### config.mk
export PLATFORM = sky130hd
export DESIGN_NAME = instr_encoder_flat
export DESIGN_NICKNAME = d
export VERILOG_FILES = /design/src/rtl/instr_encoder_if.sv /design/src/rtl/instr_encoder.sv /design/src/flat_wrapper.sv
export SDC_FILE = /design/constraint.sdc
export NUM_CORES = 1
export LEC_CHECK = 0
export BUFFER_PORTS_ARGS = -buffer_cell sky130_fd_sc_hd__buf_2
export CELL_PAD_IN_SITES_DETAIL_PLACEMENT = 1
export CELL_PAD_IN_SITES_GLOBAL_PLACEMENT = 1
export CORE_MARGIN = 3
export CORE_UTILIZATION = 30
export CTS_CLUSTER_DIAMETER = 100
export CTS_CLUSTER_SIZE = 16
export DETAILED_ROUTE_END_ITERATION = 16
export GPL_TIMING_DRIVEN = 0
export PLACE_DENSITY_LB_ADDON = 0.08
export SETUP_SLACK_MARGIN = 0.05
export SYNTH_ARGS = -nofsm -noshare
export SYNTH_HDL_FRONTEND = slang
export SYNTH_SLANG_ARGS = --single-unit
### constraint.sdc
create_clock -name clk -period 4 [get_ports clk]
set_clock_uncertainty 0.15 [all_clocks]
set_input_delay 0.8 -clock clk [delete_from_list [all_inputs] [get_ports clk]]
set_output_delay 0.8 -clock clk [all_outputs]
set_load 0.02 [all_outputs]
### src/rtl/instr_encoder_if.sv
// Descriptor input bus and instruction-memory write bus of instr_encoder.
// The slave modport is the encoder; the master modport is whoever feeds it
// descriptors and owns the memory's ready signal (bench or boot controller).
interface instr_encoder_if #(
  parameter int ADDR_W = 8
);
  logic              in_valid;
  logic              in_ready;
  logic [3:0]        in_op;
  logic [4:0]        in_rd;
  logic [4:0]        in_rs1;
  logic [4:0]        in_rs2;
  logic [31:0]       in_imm;
  logic              mem_we;
  logic [ADDR_W-1:0] mem_addr;
  logic [31:0]       mem_wdata;
  logic              mem_ready;

  modport master (
    output in_valid, in_op, in_rd, in_rs1, in_rs2, in_imm, mem_ready,
    input  in_ready, mem_we, mem_addr, mem_wdata
  );

  modport slave (
    input  in_valid, in_op, in_rd, in_rs1, in_rs2, in_imm, mem_ready,
    output in_ready, mem_we, mem_addr, mem_wdata
  );
endinterface

### src/rtl/instr_encoder.sv
// instr_encoder: packs symbolic descriptors into RV32I words, buffers them in
// a small FIFO and writes them to sequential instruction-memory addresses.
// Optional feature macro: ENC_IMM_CHECK_EN (immediate range checking; when
// undefined, immediates are truncated and err_imm is tied low).
module instr_encoder #(
  parameter int          DEPTH     = 4,
  parameter int          ADDR_W    = 8,
  parameter int unsigned BASE_ADDR = 0
) (
  input  logic              clk,
  input  logic              rst,
  input  logic              start,
  instr_encoder_if.slave    bus,
  output logic [ADDR_W:0]   count,
  output logic              busy,
  output logic              err_bad_op,
  output logic              err_imm
);

  localparam int PTR_W = $clog2(DEPTH);

  typedef enum logic [3:0] {
    OP_ADD  = 4'd0,
    OP_SUB  = 4'd1,
    OP_AND  = 4'd2,
    OP_ADDI = 4'd3,
    OP_ORI  = 4'd4,
    OP_SW   = 4'd5,
    OP_BEQ  = 4'd6,
    OP_LUI  = 4'd7,
    OP_JAL  = 4'd8
  } op_e;

  localparam logic [6:0] OPC_R   = 7'b0110011;
  localparam logic [6:0] OPC_I   = 7'b0010011;
  localparam logic [6:0] OPC_S   = 7'b0100011;
  localparam logic [6:0] OPC_B   = 7'b1100011;
  localparam logic [6:0] OPC_LUI = 7'b0110111;
  localparam logic [6:0] OPC_JAL = 7'b1101111;

  logic [31:0]       fifo_mem [DEPTH];
  logic [PTR_W-1:0]  wr_ptr;
  logic [PTR_W-1:0]  rd_ptr;
  logic [PTR_W:0]    occ;
  logic [ADDR_W-1:0] addr_q;
  logic [31:0]       word;
  logic              op_ok;
  logic              imm_ok;
  logic              full;
  logic              accept;
  logic              push;
  logic              pop;

  logic [31:0] imm;
  logic [4:0]  rd;
  logic [4:0]  rs1;
  logic [4:0]  rs2;

  assign imm = bus.in_imm;
  assign rd  = bus.in_rd;
  assign rs1 = bus.in_rs1;
  assign rs2 = bus.in_rs2;

  // Combinational encode of the descriptor currently on the input bus.
  // NOTE: every always_comb output gets a default first so no path leaves it unassigned (no latch).
  always_comb begin
    word  = '0;
    op_ok = 1'b1;
    case (bus.in_op)
      OP_ADD:  word = {7'b0000000, rs2, rs1, 3'b000, rd, OPC_R};
      OP_SUB:  word = {7'b0100000, rs2, rs1, 3'b000, rd, OPC_R};
      OP_AND:  word = {7'b0000000, rs2, rs1, 3'b111, rd, OPC_R};
      OP_ADDI: word = {imm[11:0], rs1, 3'b000, rd, OPC_I};
      OP_ORI:  word = {imm[11:0], rs1, 3'b110, rd, OPC_I};
      OP_SW:   word = {imm[11:5], rs2, rs1, 3'b010, imm[4:0], OPC_S};
      OP_BEQ:  word = {imm[12], imm[10:5], rs2, rs1, 3'b000, imm[4:1], imm[11], OPC_B};
      OP_LUI:  word = {imm[31:12], rd, OPC_LUI};
      OP_JAL:  word = {imm[20], imm[10:1], imm[11], imm[19:12], rd, OPC_JAL};
      default: op_ok = 1'b0;
    endcase
  end

`ifdef ENC_IMM_CHECK_EN
  // Immediate range check: upper bits must be a sign extension of the field.
  always_comb begin
    imm_ok = 1'b1;
    case (bus.in_op)
      OP_ADDI, OP_ORI, OP_SW: imm_ok = (imm[31:11] == {21{imm[11]}});
      OP_BEQ:  imm_ok = (imm[31:12] == {20{imm[12]}}) && !imm[0];
      OP_JAL:  imm_ok = (imm[31:20] == {12{imm[20]}}) && !imm[0];
      OP_LUI:  imm_ok = (imm[11:0] == 12'd0);
      default: imm_ok = 1'b1;
    endcase
  end

  // Sticky immediate-violation flag, cleared by start.
  always_ff @(posedge clk or negedge rst) begin
    if (!rst)                         err_imm <= 1'b0;
    else if (start)                   err_imm <= 1'b0;
    else if (accept && op_ok && !imm_ok) err_imm <= 1'b1;
  end
`else
  assign imm_ok  = 1'b1;
  assign err_imm = 1'b0;
`endif

  // in_ready looks only at registered occupancy and start, never at mem_ready.
  assign full         = (occ == (PTR_W+1)'(DEPTH));
  assign bus.in_ready = !full && !start;
  assign accept       = bus.in_valid && bus.in_ready;
  assign push         = accept && op_ok && imm_ok;
  assign pop          = bus.mem_we && bus.mem_ready && !start;

  assign bus.mem_we    = (occ != '0);
  assign bus.mem_addr  = addr_q;
  assign bus.mem_wdata = bus.mem_we ? fifo_mem[rd_ptr] : 32'd0;
  assign busy          = bus.mem_we;

  // FIFO storage write; contents are only observed through occupancy-gated reads.
  // NOTE: the storage array has no reset; occ/pointers alone define validity.
  always_ff @(posedge clk) begin
    if (push) fifo_mem[wr_ptr] <= word;
  end

  // Pointers, occupancy, write address, word count and bad-op flag.
  // NOTE: state registers use non-blocking assignments so all update together at the edge.
  always_ff @(posedge clk or negedge rst) begin
    if (!rst) begin
      wr_ptr     <= '0;
      rd_ptr     <= '0;
      occ        <= '0;
      addr_q     <= ADDR_W'(BASE_ADDR);
      count      <= '0;
      err_bad_op <= 1'b0;
    end else if (start) begin
      wr_ptr     <= '0;
      rd_ptr     <= '0;
      occ        <= '0;
      addr_q     <= ADDR_W'(BASE_ADDR);
      count      <= '0;
      err_bad_op <= 1'b0;
    end else begin
      if (push) wr_ptr <= wr_ptr + 1'b1;
      if (pop) begin
        rd_ptr <= rd_ptr + 1'b1;
        addr_q <= addr_q + 1'b1;
        count  <= count + 1'b1;
      end
      if (push && !pop)      occ <= occ + 1'b1;
      else if (!push && pop) occ <= occ - 1'b1;
      if (accept && !op_ok) err_bad_op <= 1'b1;
    end
  end

endmodule

### src/flat_wrapper.sv
// flat-port wrapper written by rule: the top's interface ports become plain ports
module instr_encoder_flat 
#(
  parameter int          DEPTH     = 4,
  parameter int          ADDR_W    = 8,
  parameter int unsigned BASE_ADDR = 0
)
  (clk, rst, start, count, busy, err_bad_op, err_imm, bus_in_valid, bus_in_op, bus_in_rd, bus_in_rs1, bus_in_rs2, bus_in_imm, bus_mem_ready, bus_in_ready, bus_mem_we, bus_mem_addr, bus_mem_wdata);
  instr_encoder_if #(.ADDR_W(ADDR_W)) bus_i ();
  input  logic clk;
  input  logic rst;
  input  logic start;
  output logic [ADDR_W:0] count;
  output logic busy;
  output logic err_bad_op;
  output logic err_imm;
  input wire logic [$bits(bus_i.in_valid)-1:0] bus_in_valid;
  input wire logic [$bits(bus_i.in_op)-1:0] bus_in_op;
  input wire logic [$bits(bus_i.in_rd)-1:0] bus_in_rd;
  input wire logic [$bits(bus_i.in_rs1)-1:0] bus_in_rs1;
  input wire logic [$bits(bus_i.in_rs2)-1:0] bus_in_rs2;
  input wire logic [$bits(bus_i.in_imm)-1:0] bus_in_imm;
  input wire logic [$bits(bus_i.mem_ready)-1:0] bus_mem_ready;
  output wire logic [$bits(bus_i.in_ready)-1:0] bus_in_ready;
  output wire logic [$bits(bus_i.mem_we)-1:0] bus_mem_we;
  output wire logic [$bits(bus_i.mem_addr)-1:0] bus_mem_addr;
  output wire logic [$bits(bus_i.mem_wdata)-1:0] bus_mem_wdata;
  assign bus_i.in_valid = bus_in_valid;
  assign bus_i.in_op = bus_in_op;
  assign bus_i.in_rd = bus_in_rd;
  assign bus_i.in_rs1 = bus_in_rs1;
  assign bus_i.in_rs2 = bus_in_rs2;
  assign bus_i.in_imm = bus_in_imm;
  assign bus_i.mem_ready = bus_mem_ready;
  assign bus_in_ready = bus_i.in_ready;
  assign bus_mem_we = bus_i.mem_we;
  assign bus_mem_addr = bus_i.mem_addr;
  assign bus_mem_wdata = bus_i.mem_wdata;
  instr_encoder #(.DEPTH(DEPTH), .ADDR_W(ADDR_W), .BASE_ADDR(BASE_ADDR)) u_core (.clk(clk), .rst(rst), .start(start), .bus(bus_i), .count(count), .busy(busy), .err_bad_op(err_bad_op), .err_imm(err_imm));
endmodule
* Word-level counts from Yosys, hierarchy flattened
Memories as Yosys holds them, arrays and structs flattened.
Index checks and enable logic that the tools add are counted.
** Storage, ports and cells
- Flip-flop bits (word level) :: 25
- RAM bits :: 128
- Word-level logic and storage cells :: 60
- Memories kept :: 1
** Memories
- u_core.fifo_mem :: words 4, width 32, read ports 1, clocked after memory_dff 0, wr ports 1, line instr_encoder.sv:41 : logic [31:0] fifo_mem [DEPTH];
** Operators by class
- Add/sub/neg operators :: 6
- Equal/unequal tests :: 9
- Mux-type cells :: 18
- Reductions and logical operators :: 20
** Operators by type and width (number)
- one-hot mux 32 bit (9 select lines) :: 1
- two-way mux 32 bit :: 1
- two-way mux 9 bit :: 2
- == test 4 x 3 -> 1 bit, second input constant :: 4
- two-way mux 8 bit :: 2
- adder 9 x 1 -> 9 bit, second input constant :: 1
- two-way mux 3 bit :: 3
- OR reduction 9 bit :: 1
- adder 8 x 1 -> 8 bit, second input constant :: 1
- == test 4 x 2 -> 1 bit, second input constant :: 2
- logical AND 1 bit :: 8
- two-way mux 2 bit :: 4
- nonzero test 2 bit :: 3
- nonzero test 3 bit :: 2
- zero test 1 bit :: 5
- two-way mux 1 bit :: 5
- adder 2 x 1 -> 2 bit, second input constant :: 2
- == test 4 x 1 -> 1 bit, second input constant :: 1
- == test 4 bit, second input constant :: 1
- zero test 4 bit :: 1
- adder 3 x 1 -> 3 bit, second input constant :: 1
- == test 3 bit, second input constant :: 1
- subtractor 3 x 1 -> 3 bit, second input constant :: 1

* Logic depth before layout (Yosys ltp)
- Word-level depth :: 10
- Depth in mapped cells :: 10
- Depth with buffers taken out :: 8

* Worst setup path after synthesis
OpenSTA, ideal clock, no wires.
- Path type :: input to register
- Start :: in bus_in_op[2]
- End :: reg u_core.occ[2]
- Arrival :: 2.768 ns
- Slack :: 0.950 ns
- Cell stages on the path :: 9
- Path through :: clkbuf_1 > o31ai_4 > nor4bb_1 > buf_4 > and2_1 > fa_1 > or2_2 > mux4_2 > nor2b_1
** On the way
- Longest elaborated chain between the ends :: 7
- Elaborated cells on any way between the ends :: 18
** Ends and longest elaborated chain
- start, declared :: line flat_wrapper.sv:18 : input wire logic [$bits(bus_i.in_op)-1:0] bus_in_op;
- == test 4 x 1 -> 1 bit (tied with other cells) :: line instr_encoder.sv:69 : case (bus.in_op)
- OR reduction 9 bit (no line) *
- two-way mux 1 bit * :: line instr_encoder.sv:69
- logical AND 1 bit * :: line instr_encoder.sv:111 : assign push = accept && op_ok && imm_ok;
- logical AND 1 bit / zero test 1 bit (equally long branches) :: line instr_encoder.sv:149, instr_encoder.sv:150
- two-way mux 3 bit / logical AND 1 bit (equally long branches) :: line instr_encoder.sv:149, instr_encoder.sv:150
- two-way mux 3 bit / nonzero test 3 bit (equally long branches)
- end signal, assigned :: line instr_encoder.sv:149 : if (push && !pop) occ <= occ + 1'b1;
- end signal, assigned :: line instr_encoder.sv:150 : else if (!push && pop) occ <= occ - 1'b1;
- end, declared :: line instr_encoder.sv:44 : logic [PTR_W:0] occ;
Every way passes the cells marked *; elsewhere a longest branch is shown, timed or not.
A chain may end at the register's enable or synchronous reset.

* Final worst setup path
- Start :: reg u_core.occ[0]
- End :: out bus_mem_wdata[13]
** On the way
- Longest elaborated chain between the ends :: 2
** Ends and longest elaborated chain
- nonzero test 3 bit :: line instr_encoder.sv:114 : assign bus.mem_we = (occ != '0);
- two-way mux 32 bit :: line instr_encoder.sv:116 : assign bus.mem_wdata = bus.mem_we ? fifo_mem[rd_ptr] : 32'd0;
- end, declared :: line flat_wrapper.sv:27 : output wire logic [$bits(bus_i.mem_wdata)-1:0] bus_mem_wdata;
No other way between the ends.

==> impl_metrics.csv <==
group,metric,value,unit
pwr,cell_internal_pwr,3.25,mW
cts,cts_tree,"yes",
placement,dpl_worst_slack,0.734,ns
sta,period_needed,3.38,ns
worst_setup_path,cp.buffers_inverters,2,
cts,cts_sinks,149,
yosys,synth-main-ff-cell,"edfxtp_1",
worst_setup_path,r2r_cells,8,
worst_setup_path,r2r_end,"u_core.occ[2]",
worst_setup_path,rr_startpoint,"u_core.occ[0]",
worst_setup_path,cp_max_fo,10,
yosys,avgSynthCellArea,14.3,um^2
worst_setup_path,critical_path_class,"flip-flop to output port",
sta,slew_headroom,35.6,%
cts,clk_pin_slew,0.06,ns
cts,cts_resized,0,
global_route,grt_max_degree,28,
pwr,pwr-share-comb,30.3,%
drt,first_pass_iters,4,
pwr,p_leak,3.14,nW
sta,fmax,296,MHz
global_route,grt_pass1_wl,28000,um
yosys,synth_area,6870,um^2
yosys,synthTopCellsByArea,"edfxtp_1 54%, mux4_2 10%, dfrtp_1 9.1%, nor2b_1 2.9%, nor2_1 2.2%",
cts,ctsLongestPathBuffers,2,
worst_setup_path,worst_path_dominant_cell_family,"simple AND/OR/NAND/NOR gates",
cts,cts_hold_buf,0,
cells_and_area,layout-drive-gt1-share,31.2,%
worst_hold_path,worstHoldPathType,"input pin to async pin",
flow_run,cap_violations,0,
drt,drc,0,
cells_and_area,seq_area,4350,um^2
worst_setup_path,r2r_slack,1.11,ns
placement,hpwl,13300,um
sta,setup_viol,0,
cts,numCtsBuffers,17,
die,ioPinCount,110,
global_route,track_usage,15.5,%
sta,tightest_slew,0.964,ns
drt,drtIter0Drc,242,
worst_setup_path,arrival,2.43,ns
die,core_region_area,22200,um^2
worst_setup_path,critPathMaxStageDelay,0.63,ns
placement,numPortBuffers,106,
die,die_w,157,um
worst_setup_path,critPathSlowestCell,"nor3_1",
worst_setup_path,worstSetupEndpointType,"output port",
pwr,p_sw,1.52,mW
sta,fin_setup_tns,0,ns
placement,gp_congestion,0.787,
sta,hold-worst-slack,0.242,ns
cells_and_area,multiInputGateArea,2350,um^2
cells_and_area,num-fill-cells,2363,
global_route,grt_overflow,0,
cts,postCtsSetupBuffers,0,
worst_setup_path,cp_data_required_time,3.05,ns
global_route,antenna_found_initial,0,
yosys,ys_top_cells_by_count,"124 x edfxtp_1, 41 x nor2_1, 34 x nand2_1",
sta,rsz0062_at_grt,"false",
cts,insertion_delay,0.42,ns
run_status,status,"completed",
global_route,grt_pass1_vias,4818,
pwr,p_sw_share,32.0,%
cts,htreeDepth,4,
yosys,synth-edff-count,124,
yosys,ys_warn_count,0,
die,rows,54,
die,start_util,31.0,%
cells_and_area,syn2layout_area_growth,22.4,%
pwr,power_density,567,nW/um^2
cells_and_area,nets,672,
yosys,async_reset_ff_share,16.8,%
yosys,seq_area_frac_synth,63.3,%
yosys,synth.most_common_cell,"edfxtp_1",
sta,finalCritPeriodShare,84.6,%
yosys,ys_types,48,
yosys,yosysTopAreaCell,"edfxtp_1",
drt,wl,18800,um
worst_setup_path,cp-start-kind,"flip-flop",
drt,ant_nets,0,
die,die_area,24800,um^2
pwr,pwr-share-seq,37.9,%
yosys,synth_fp_nets,543,
yosys,yosys.area.top_type_share,54.2,%
die,chipHeight,157,um
yosys,netlist_instances,480,
sta,hold_violations,0,
sta,maxSlewViolCount,0,
worst_setup_path,crit_path_cell_trace,"nor3_1 > clkbuf_1 > nor2b_1 > buf_2",
sta,fin_ws,0.618,ns
drt,vias,4537,
pwr,vdd_drop_max,295,uV
drt,vias_per_cell,5.02,
pwr,clkPwrFrac,31.7,%
yosys,ys_ff_latch,149,
cts,cts-root-buf,"clkbuf_16",
drt,wire_per_inst,20.8,um
final cells by class:
class / count / share of cell area, %
flip-flops and latches: 149 / 51.7
well taps: 280 / 4.17
clock buffers: 24 / 6.23
diodes: 1 / 0.0298
clock inverters: 8 / 0.536
multi-input cells: 292 / 28.0
repair buffers: 110 / 7.26
inverters: 8 / 0.357
plain buffers: 31 / 1.76
layer usage:
metal  global-route usage [%]  vias up  wire, um
li1                         -     2075         -
met1                     19.4     2333      8420
met2                     27.0      121      9460
met3                     3.88        8       810
met4                     3.47        0       122
met5                        0        -         0
metrics by stage:
step | power (mW) | cell area [um^2] | utilization [%] | std cells
finish | 4.77 | 8410 | 38.0 | 903
global route | 5.03 | 8410 | 37.9 | 902
CTS | 4.86 | 8410 | 37.9 | 902
detailed placement | 3.33 | 7840 | 35.4 | 870
global placement | 3.31 | 7750 | 35.0 | 866
floorplan | 2.82 | 6870 | - | 480
how the worst max path moves through the flow:
stage	startpoint	slack [ns]	depth (start not counted)	endpoint
after floorplan	bus_in_op[2]	0.95	9	u_core.occ[2]
after global placement	bus_in_op[2]	-0.01	5	u_core.fifo_mem[1][19]
after detailed placement	bus_in_op[2]	0.73	9	u_core.occ[2]
after CTS	u_core.occ[0]	0.50	4	bus_mem_wdata[13]
after global routing	u_core.occ[0]	0.32	4	bus_mem_wdata[13]
final	u_core.occ[0]	0.62	4	bus_mem_wdata[13]
cell families after synthesis:
kind of cell	after synthesis	synth area share (%)
AND/OR/NAND/NOR	145	10.4
AO/OA/AOI/OAI	76	7.48
other	1	0.0546
flip-flops	149	63.3
buffers and inverters	39	2.58
multiplexers	42	12.1
adder cells (fa/ha/maj)	7	1.38
XOR/XNOR	21	2.68
layout by cell type, fill, tap and decap left out, types with 8 or more instances in the layout:
| master | instances |
|---|---|
| o21ai_0 | 18 |
| dfrtp_1 | 25 |
| nand2_1 | 34 |
| a21oi_1 | 12 |
| buf_2 | 113 |
| xor2_1 | 13 |
| nor2b_1 | 32 |
| a22oi_1 | 16 |
| clkbuf_16 | 19 |
| clkbuf_1 | 20 |
| o22ai_1 | 9 |
| nor2_1 | 41 |
| mux4_2 | 32 |
| xnor2_1 | 8 |
| edfxtp_1 | 124 |
registers in the layout, indices dropped and copies added, names as in the netlist:
signal	count
u_core.fifo_mem	124
u_core.bus.mem_addr	8
u_core.err_bad_op	1
u_core.rd_ptr	2
u_core.occ	3
u_core.count	9
u_core.wr_ptr	2
power groups by stage:
stage | Clock, mW | Sequential [mW] | Combinational [mW]
floorplan | 0 | 1.84 | 0.974
global placement | 0 | 1.84 | 1.47
detailed placement | 0 | 1.84 | 1.49
CTS | 1.55 | 1.81 | 1.50
global route | 1.62 | 1.81 | 1.60
finish | 1.51 | 1.81 | 1.45
Note: power is estimated with default switching activity, not from simulation.
